[src/rtl/joy_pkg.sv]
// Shared state type, frame-length helper and idle level for the serial joystick poller.
package joy_pkg;

  typedef enum logic [2:0] {
    IDLE,
    LOAD,
    LEAD,
    SHIFT,
    COMMIT
  } joy_state_e;

  localparam logic JOY_IDLE_LEVEL = 1'b1;

  // One load slot, the discarded lead slots, then the payload.
  function automatic int unsigned joy_frame_len(input int unsigned channels,
                                                input int unsigned bits_per_ch,
                                                input int unsigned lead_bits);
    return 1 + lead_bits + channels * bits_per_ch;
  endfunction

endpackage

[src/rtl/joy_serial_poller_if.sv]
// Serial link to the external parallel-load / serial-out joystick chain.
interface joy_serial_poller_if;

  logic joy_clk;
  logic joy_load;
  logic joy_data;

  modport master (
    output joy_clk,
    output joy_load,
    input  joy_data
  );

  modport slave (
    input  joy_clk,
    input  joy_load,
    output joy_data
  );

endinterface

[src/rtl/joy_clk_div.sv]
// Clock-enable divider: free-running JOY_CLK plus a one-cycle strobe on each rising toggle.
module joy_clk_div
  import joy_pkg::*;
#(
  parameter int unsigned DIV = 16
) (
  input  logic                 clk_i,
  input  logic                 rst_i,
  joy_serial_poller_if.master  bus,
  output logic                 rise_o
);

  localparam int unsigned CNT_W = (DIV > 1) ? $clog2(DIV) : 1;
  localparam logic [CNT_W-1:0] CNT_MAX = CNT_W'(DIV - 1);

  if (DIV < 1) begin : g_bad_div
    $fatal(1, "joy_clk_div: DIV must be at least 1");
  end

  logic [CNT_W-1:0] cnt_q, cnt_d;
  logic             clk_q, clk_d;
  logic             wrap;

  assign wrap = (cnt_q == CNT_MAX);

  always_comb begin
    cnt_d = cnt_q + 1'b1;
    clk_d = clk_q;
    if (wrap) begin
      cnt_d = '0;
      clk_d = ~clk_q;
    end
  end

  always_ff @(posedge clk_i) begin
    if (rst_i) begin
      cnt_q <= '0;
      clk_q <= 1'b0;
    end else begin
      cnt_q <= cnt_d;
      clk_q <= clk_d;
    end
  end

  // The strobe is the cycle whose edge drives JOY_CLK from 0 to 1.
  assign rise_o      = wrap & ~clk_q;
  assign bus.joy_clk = clk_q;

endmodule

[src/rtl/joy_serial_poller.sv]
// Polls the serial joystick chain once per frame and commits active-low button bits.
module joy_serial_poller
  import joy_pkg::*;
#(
  parameter int unsigned CHANNELS    = 2,
  parameter int unsigned BITS_PER_CH = 12,
  parameter int unsigned LEAD_BITS   = 1,
  parameter int unsigned DIV         = 16,
  parameter int unsigned DEBOUNCE    = 1
) (
  input  logic                            clk12,
  input  logic                            reset,
  input  logic                            poll_en,
  input  logic                            joy_data,
  output logic                            joy_clk,
  output logic                            joy_load,
  output logic [CHANNELS*BITS_PER_CH-1:0] joy_out,
  output logic                            frame_done
);

  localparam int unsigned TOTAL  = CHANNELS * BITS_PER_CH;
  localparam int unsigned FRAME  = joy_frame_len(CHANNELS, BITS_PER_CH, LEAD_BITS);
  localparam int unsigned SLOT_W = (FRAME > 1) ? $clog2(FRAME) : 1;
  localparam logic [SLOT_W-1:0] SLOT_LAST     = SLOT_W'(FRAME - 1);
  localparam logic [SLOT_W-1:0] SLOT_LEAD_END = SLOT_W'(LEAD_BITS);

  if (DIV < 1 || BITS_PER_CH < 1 || CHANNELS < 1) begin : g_bad_params
    $fatal(1, "joy_serial_poller: DIV, BITS_PER_CH and CHANNELS must be at least 1");
  end

  joy_serial_poller_if bus ();

  logic rise;

  joy_clk_div #(
    .DIV (DIV)
  ) u_clk_div (
    .clk_i  (clk12),
    .rst_i  (reset),
    .bus    (bus),
    .rise_o (rise)
  );

  joy_state_e              state_q;
  logic [SLOT_W-1:0]       slot_q;
  logic                    load_q;
  logic [TOTAL-1:0]        raw_q, raw_d;
  logic [TOTAL-1:0]        prev_q;
  logic [TOTAL-1:0]        out_q;
  logic                    done_q;
  logic                    commit_ok;

  assign bus.joy_load = load_q;
  assign bus.joy_data = joy_data;
  assign joy_clk      = bus.joy_clk;
  assign joy_load     = bus.joy_load;
  assign joy_out      = out_q;
  assign frame_done   = done_q;

  // Payload bit k sits in slot 1+LEAD_BITS+k and lands in raw[TOTAL-1-k],
  // which simplifies to raw[i] being written in slot FRAME-1-i.
  always_comb begin
    raw_d = raw_q;
    for (int unsigned i = 0; i < TOTAL; i++) begin
      if (slot_q == SLOT_W'(FRAME - 1 - i)) begin
        raw_d[i] = bus.joy_data;
      end
    end
  end

  assign commit_ok = (DEBOUNCE == 0) || (raw_q == prev_q);

  always_ff @(posedge clk12) begin
    if (reset) begin
      state_q <= IDLE;
      slot_q  <= '0;
      load_q  <= JOY_IDLE_LEVEL;
      raw_q   <= '1;
      prev_q  <= '1;
      out_q   <= '1;
      done_q  <= 1'b0;
    end else begin
      done_q <= 1'b0;
      case (state_q)
        IDLE: begin
          if (rise && poll_en) begin
            state_q <= LOAD;
            load_q  <= ~JOY_IDLE_LEVEL;
            slot_q  <= '0;
          end
        end
        LOAD: begin
          if (rise) begin
            load_q  <= JOY_IDLE_LEVEL;
            slot_q  <= SLOT_W'(1);
            state_q <= (LEAD_BITS > 0) ? LEAD : SHIFT;
          end
        end
        LEAD: begin
          if (rise) begin
            slot_q <= slot_q + 1'b1;
            if (slot_q == SLOT_LEAD_END) begin
              state_q <= SHIFT;
            end
          end
        end
        SHIFT: begin
          if (rise) begin
            raw_q <= raw_d;
            if (slot_q == SLOT_LAST) begin
              state_q <= COMMIT;
              slot_q  <= '0;
            end else begin
              slot_q <= slot_q + 1'b1;
            end
          end
        end
        COMMIT: begin
          if (commit_ok) begin
            out_q  <= raw_q;
            done_q <= 1'b1;
          end
          prev_q  <= raw_q;
          state_q <= IDLE;
        end
        default: state_q <= IDLE;
      endcase
    end
  end

endmodule
[config.mk]
export PLATFORM = sky130hd
export DESIGN_NAME = joy_serial_poller
export DESIGN_NICKNAME = d
export VERILOG_FILES = /design/src/rtl/joy_pkg.sv /design/src/rtl/joy_serial_poller_if.sv /design/src/rtl/joy_clk_div.sv /design/src/rtl/joy_serial_poller.sv
export SDC_FILE = /design/constraint.sdc
export NUM_CORES = 1
export LEC_CHECK = 0
export BUFFER_PORTS_ARGS = -buffer_cell sky130_fd_sc_hd__buf_2
export CAP_MARGIN = 15
export CORE_UTILIZATION = 35
export DETAILED_ROUTE_END_ITERATION = 10
export PLACE_DENSITY_LB_ADDON = 0.12
export SKIP_CTS_REPAIR_TIMING = 1
export SYNTH_ARGS = -nofsm -noshare
export SYNTH_HDL_FRONTEND = slang
export SYNTH_SLANG_ARGS = --single-unit
[constraint.sdc]
create_clock -name clk12 -period 2.2 [get_ports clk12]
set_clock_uncertainty 0.15 [all_clocks]
set_input_delay 0.22 -clock clk12 [delete_from_list [all_inputs] [get_ports clk12]]
set_output_delay 0.22 -clock clk12 [all_outputs]
set_load 0.05 [all_outputs]
Yosys cells after proc, flatten, opt, wreduce, memory -nomap -nowiden. Index checks and enable logic that the tools add are counted.

Flip-flop bits (word level): 87. Latch bits: 0. RAM bits: 0. ROM bits: 0. Input bits: 4. Output and inout bits: 27. Logic and storage cells: 125. Memories: 0.

Add/sub/neg operators: 2. $mul: 0. Divide/modulo/power cells: 0. $lt $le $gt $ge: 0. Eq/ne operators: 37. Shift-type cells: 0. Multiplexer cells: 17. Bitwise logic cells: 3. Reduce and logical (&&, ||, !) cells: 34.

Operators with widths (count): $reduce_and A3 Y1 (25); $eq A5 B5 Y1 const B (10); $eq A5 B4 Y1 const B (8); $mux W5 (5); $eq A24 B24 Y1 (1); $eq A5 B3 Y1 const B (4); $pmux W5 S4 (1); $mux W3 (6); $ne A2 B2 Y1 const B (6); $pmux W3 S4 (1); $eq A5 B2 Y1 const B (2); $eq A3 B2 Y1 const B (2); $reduce_and A6 Y1 (1); $add A5 B1 Y5 const B (1); $eq A5 B1 Y1 const B (1); $reduce_and A5 Y1 (1); $add A4 B1 Y4 const B (1); $eq A4 B4 Y1 const B (1); $reduce_bool A4 Y1 (1); $reduce_or A2 Y1 (2); $eq A3 B1 Y1 const B (1); $eq A3 B3 Y1 const B (1); $logic_not A3 Y1 (1); $mux W1 (3); 6 further kinds (7).

Depth between registers and ports, before layout.
Depth after elaboration: 5. Gate-level depth with buffers: 7. Depth with buffers taken out: 6.

Worst setup path before layout. No wires, ideal clock.

Path kind: register to register. Start: register u_clk_div.clk_q, in the netlist u_clk_div.bus.joy_clk. End: register slot_q[4]. Library setup time: 0.071 ns. Arrival: 1.724 ns. Data required time: 1.979 ns. Path slack: 0.256 ns. Stages on the path, launching flop included: 7. Path buffers: 1. Clock period less this slack: 1.944 ns. Cell sequence: dfxtp_1 -> nand4b_1 -> clkbuf_1 -> nor2_1 -> o31ai_1 -> or3_1 -> a21oi_1.

Longest elaborated chain between the ends: 5. Elaborated cells between the ends (all ways): 8. Those cells by class: 4 x eq/ne; 2 x bitwise; 2 x reduce/logical.

RTL lines: start: declaration (line joy_clk_div.sv:21) `logic clk_q, clk_d;`; start signal: assignment (line joy_clk_div.sv:41) `clk_q <= clk_d;`; $not A1 Y1 * (line joy_clk_div.sv:46) `assign rise_o = wrap & ~clk_q;`; $and A1 B1 Y1 * (line joy_clk_div.sv:46); $logic_and A1 B1 Y1 (line joy_serial_poller.sv:86) `if (rise && poll_en) begin`; $ne A2 B2 Y1 (no source line); $reduce_and A5 Y1 (no source line) *; end signal: assignment (line joy_serial_poller.sv:101) `slot_q <= slot_q + 1'b1;`; end signal: assignment (line joy_serial_poller.sv:114) `slot_q <= slot_q + 1'b1;`; end: declaration (line joy_serial_poller.sv:45) `logic [SLOT_W-1:0] slot_q;`.

Every way passes the cells marked *; elsewhere a longest branch is shown, timed or not. A chain may end at the register's enable or synchronous reset.

Worst setup path in the final report.
Start: register u_clk_div.cnt_q[0]. End: register raw_q[12].

Longest elaborated chain between the ends: 3.

RTL lines: start: declaration (line joy_clk_div.sv:20) `logic [CNT_W-1:0] cnt_q, cnt_d;`; start signal: assignment (line joy_clk_div.sv:40) `cnt_q <= cnt_d;`; $eq A4 B4 Y1 (line joy_clk_div.sv:24) `assign wrap = (cnt_q == CNT_MAX);`; $and A1 B1 Y1 (line joy_clk_div.sv:46); $reduce_and A3 Y1 (no source line); end signal: assignment (line joy_serial_poller.sv:109) `raw_q <= raw_d;`; end: declaration (line joy_serial_poller.sv:47) `logic [TOTAL-1:0] raw_q, raw_d;`.

No other way between the ends.

==> summary.txt <==
Status = complete, no violations
Pre-antenna DRT Iters = 4
Share of layout cells above drive strength 1 = 0.177
Final hold violations = 0
Port buffer count = 30
Post-DRT Antenna Nets = 0
Worst path cell trace = ha_1 > nand4b_1 > nor4_1 > buf_4 > and4_1 > nor3_1 > a21oi_1
Clock Sinks = 87
Vias per cell = 5.10
Library cells used by synthesis = 44
Overflow after GRT = 0
Cell row count = 38
Final Util = 0.411
Setup WS pre-CTS = 160 ps
WP buf/inv = 1
RSZ-0062 raised after global routing = yes
Commonest non-fill, non-tap cell in the layout = dfxtp_1
Die ar. = 11700 um2
P per Cell Area = 599 nW/um2
Actual slew at the worst max-slew pin = 585 ps
Min Tclk post-route = 2010 ps
Register area share after synthesis = 0.443
CP Launch Type = flop
Final setup viols = 0
Syn-to-layout area delta = 13.9%
Tot GR Track Use = 0.167
Post-Syn Instances = 422
Peak fanout along the critical path = 13
WL/cell = 14.9 um
Crit-path max cell delay = 380 ps
Max-cap violations = 0
Worst vdd ir = 0.210 mV
Initial Utilization = 0.361
Initial antenna violation count = 0
First-pass GRT wire length = 14800 um
Clock root cell = clkbuf_8
Core Area = 10900 um2
Initial DRC count = 117
Tot Pwr = 2.68 mW
Arrival time worst endpoint = 2150 ps
DR vias = 3024
Critical path required time = 2350 ps
Most frequent cells in the layout = dfxtp_1, nor2_1, inv_1, buf_2, nor2b_1
Final Cycle Share = 0.912
Maximum clock insertion buffer count = 2
Hold crit path type = in2reg
N_diodes = 0
Fin nets = 460
Setup CP Type = reg2reg
Slew HR = 0.609
Synth Flop Type = dfxtp_1
Clk slew on worst S/H paths = 80 ps
Slew Viols, Final = 0
Syn Area/Cell = 9.31 um2
Slowest CP cell = dfxtp_1
Die Y = 108 um
DRC = 0
Largest net degree at the start of global routing = 49
Routability Congestion = 0.801
Mapped Nets = 432
Final setup margin = 193 ps
FMAX = 498 MHz
Worst Setup End Kind = flop
H-tree Lvls = 3
Die Width = 108 um
CTS tree = done
CTS Buf Count = 9
Post-Route WL = 8850 um
Vias in the first global route = 2895
Leakage power figure = 1.86 nW
I/O pin count = 31
Latest clock arrival within the worst-skew pair = 370 ps
Mapped cell area = 3930 um2
Seq cells post-synth = 87
EDFF count, synth = 0
Worst hold slack = 31.7 ps
DP HPWL = 6070 um
Async S/R FF share, synth = 0
Crit path max-delay family = simple AND/OR/NAND/NOR gates
YS warnings = 0
-- routing by layer --
metal / routed length [um] / track usage / up-vias
met5: 0 / 0 / -
met1: 4390 / 0.228 / 1427
li1: - / - / 1545
met4: 155 / 0.0734 / 0
met3: 212 / 0.0332 / 9
met2: 4090 / 0.254 / 43
-- worst reg2reg max path, delay by kind of cell, from the launching register on --
| family | cells | cell delay, ps |
|---|---|---|
| AOI/OAI and AO/OA | 1 | 120 |
| adders and majority gates | 1 | 230 |
| buffers and inverters | 1 | 250 |
| DFF | 1 | 380 |
| and+or+nand+nor | 4 | 810 |
-- cell families after synthesis --
group / Yosys count / share of synthesized area
simple gates: 123 / 0.174
buf+inv: 64 / 0.0672
fa+ha+maj: 6 / 0.0191
xor+xnor: 26 / 0.0580
mux: 20 / 0.0510
compound gates: 96 / 0.188
flops: 87 / 0.443
-- metrics by stage --
stage | TNS [ps] | std cells | instance area (um2)
2_1_floorplan | 0 | 422 | 3930
3_3_place_gp | 0 | 578 | 4290
6_report | 0 | 593 | 4470
3_5_place_dp | 0 | 578 | 4290
4_1_cts | 0 | 592 | 4460
5_1_grt | -9.65 | 593 | 4470
-- registers in the layout, summed over array words and instances, names as in the netlist --
name                   count
frame_done                 1
joy_load                   1
joy_out                   24
prev_q                    24
raw_q                     24
slot_q                     5
state_q                    3
u_clk_div.bus.joy_clk      1
u_clk_div.cnt_q            4
-- synthesized netlist by cell type (3+ instances only) --
cell type / count / area share
a211o_1: 25 / 0.056
a21oi_1: 8 / 0.010
a41oi_1: 24 / 0.054
and3_1: 4 / 0.0064
and4_1: 3 / 0.0067
buf_2: 3 / 0.0038
clkbuf_1: 25 / 0.024
dfxtp_1: 87 / 0.44
ha_1: 6 / 0.019
inv_1: 30 / 0.029
mux2i_1: 20 / 0.051
nand2_1: 8 / 0.0076
nand3_1: 23 / 0.029
nand4_1: 6 / 0.0096
nor2_1: 32 / 0.031
nor2b_1: 27 / 0.043
nor3_1: 8 / 0.010
o21ai_0: 8 / 0.010
o21ai_1: 10 / 0.013
o21ai_2: 10 / 0.022
xnor2_1: 23 / 0.051
xor2_1: 3 / 0.0067
-- report_power, final --
part	internal (mW)	switching [mW]	total, mW	leakage, nW
combinational	0.0290	0.0464	0.0754	1.07
clock	0.458	0.567	1.02	0.0833
sequential	1.58	0.00450	1.58	0.705
total	2.06	0.618	2.68	1.86
-- cell type report --
cell class	count	area, um2
Tap cell	140	175
Timing Repair Buffer	51	335
Sequential cell	87	1740
Fill cell	1111	6410
Clock inverter	3	20.0
Clock buffer	11	151
Inverter	30	113
Multi-Input combinational cell	271	1940
-- final timing paths --
kind,cells past startpoint,start,slack [ps],endpoint
worst max-delay path,7,u_clk_div.cnt_q[0],190,raw_q[12]
worst min-delay path,3,poll_en,30,joy_load
worst max register to register,7,u_clk_div.cnt_q[0],190,raw_q[12]
worst min register to register,2,joy_out[20],310,joy_out[20]
No activity file was read; power rests on OpenSTA's default activity.
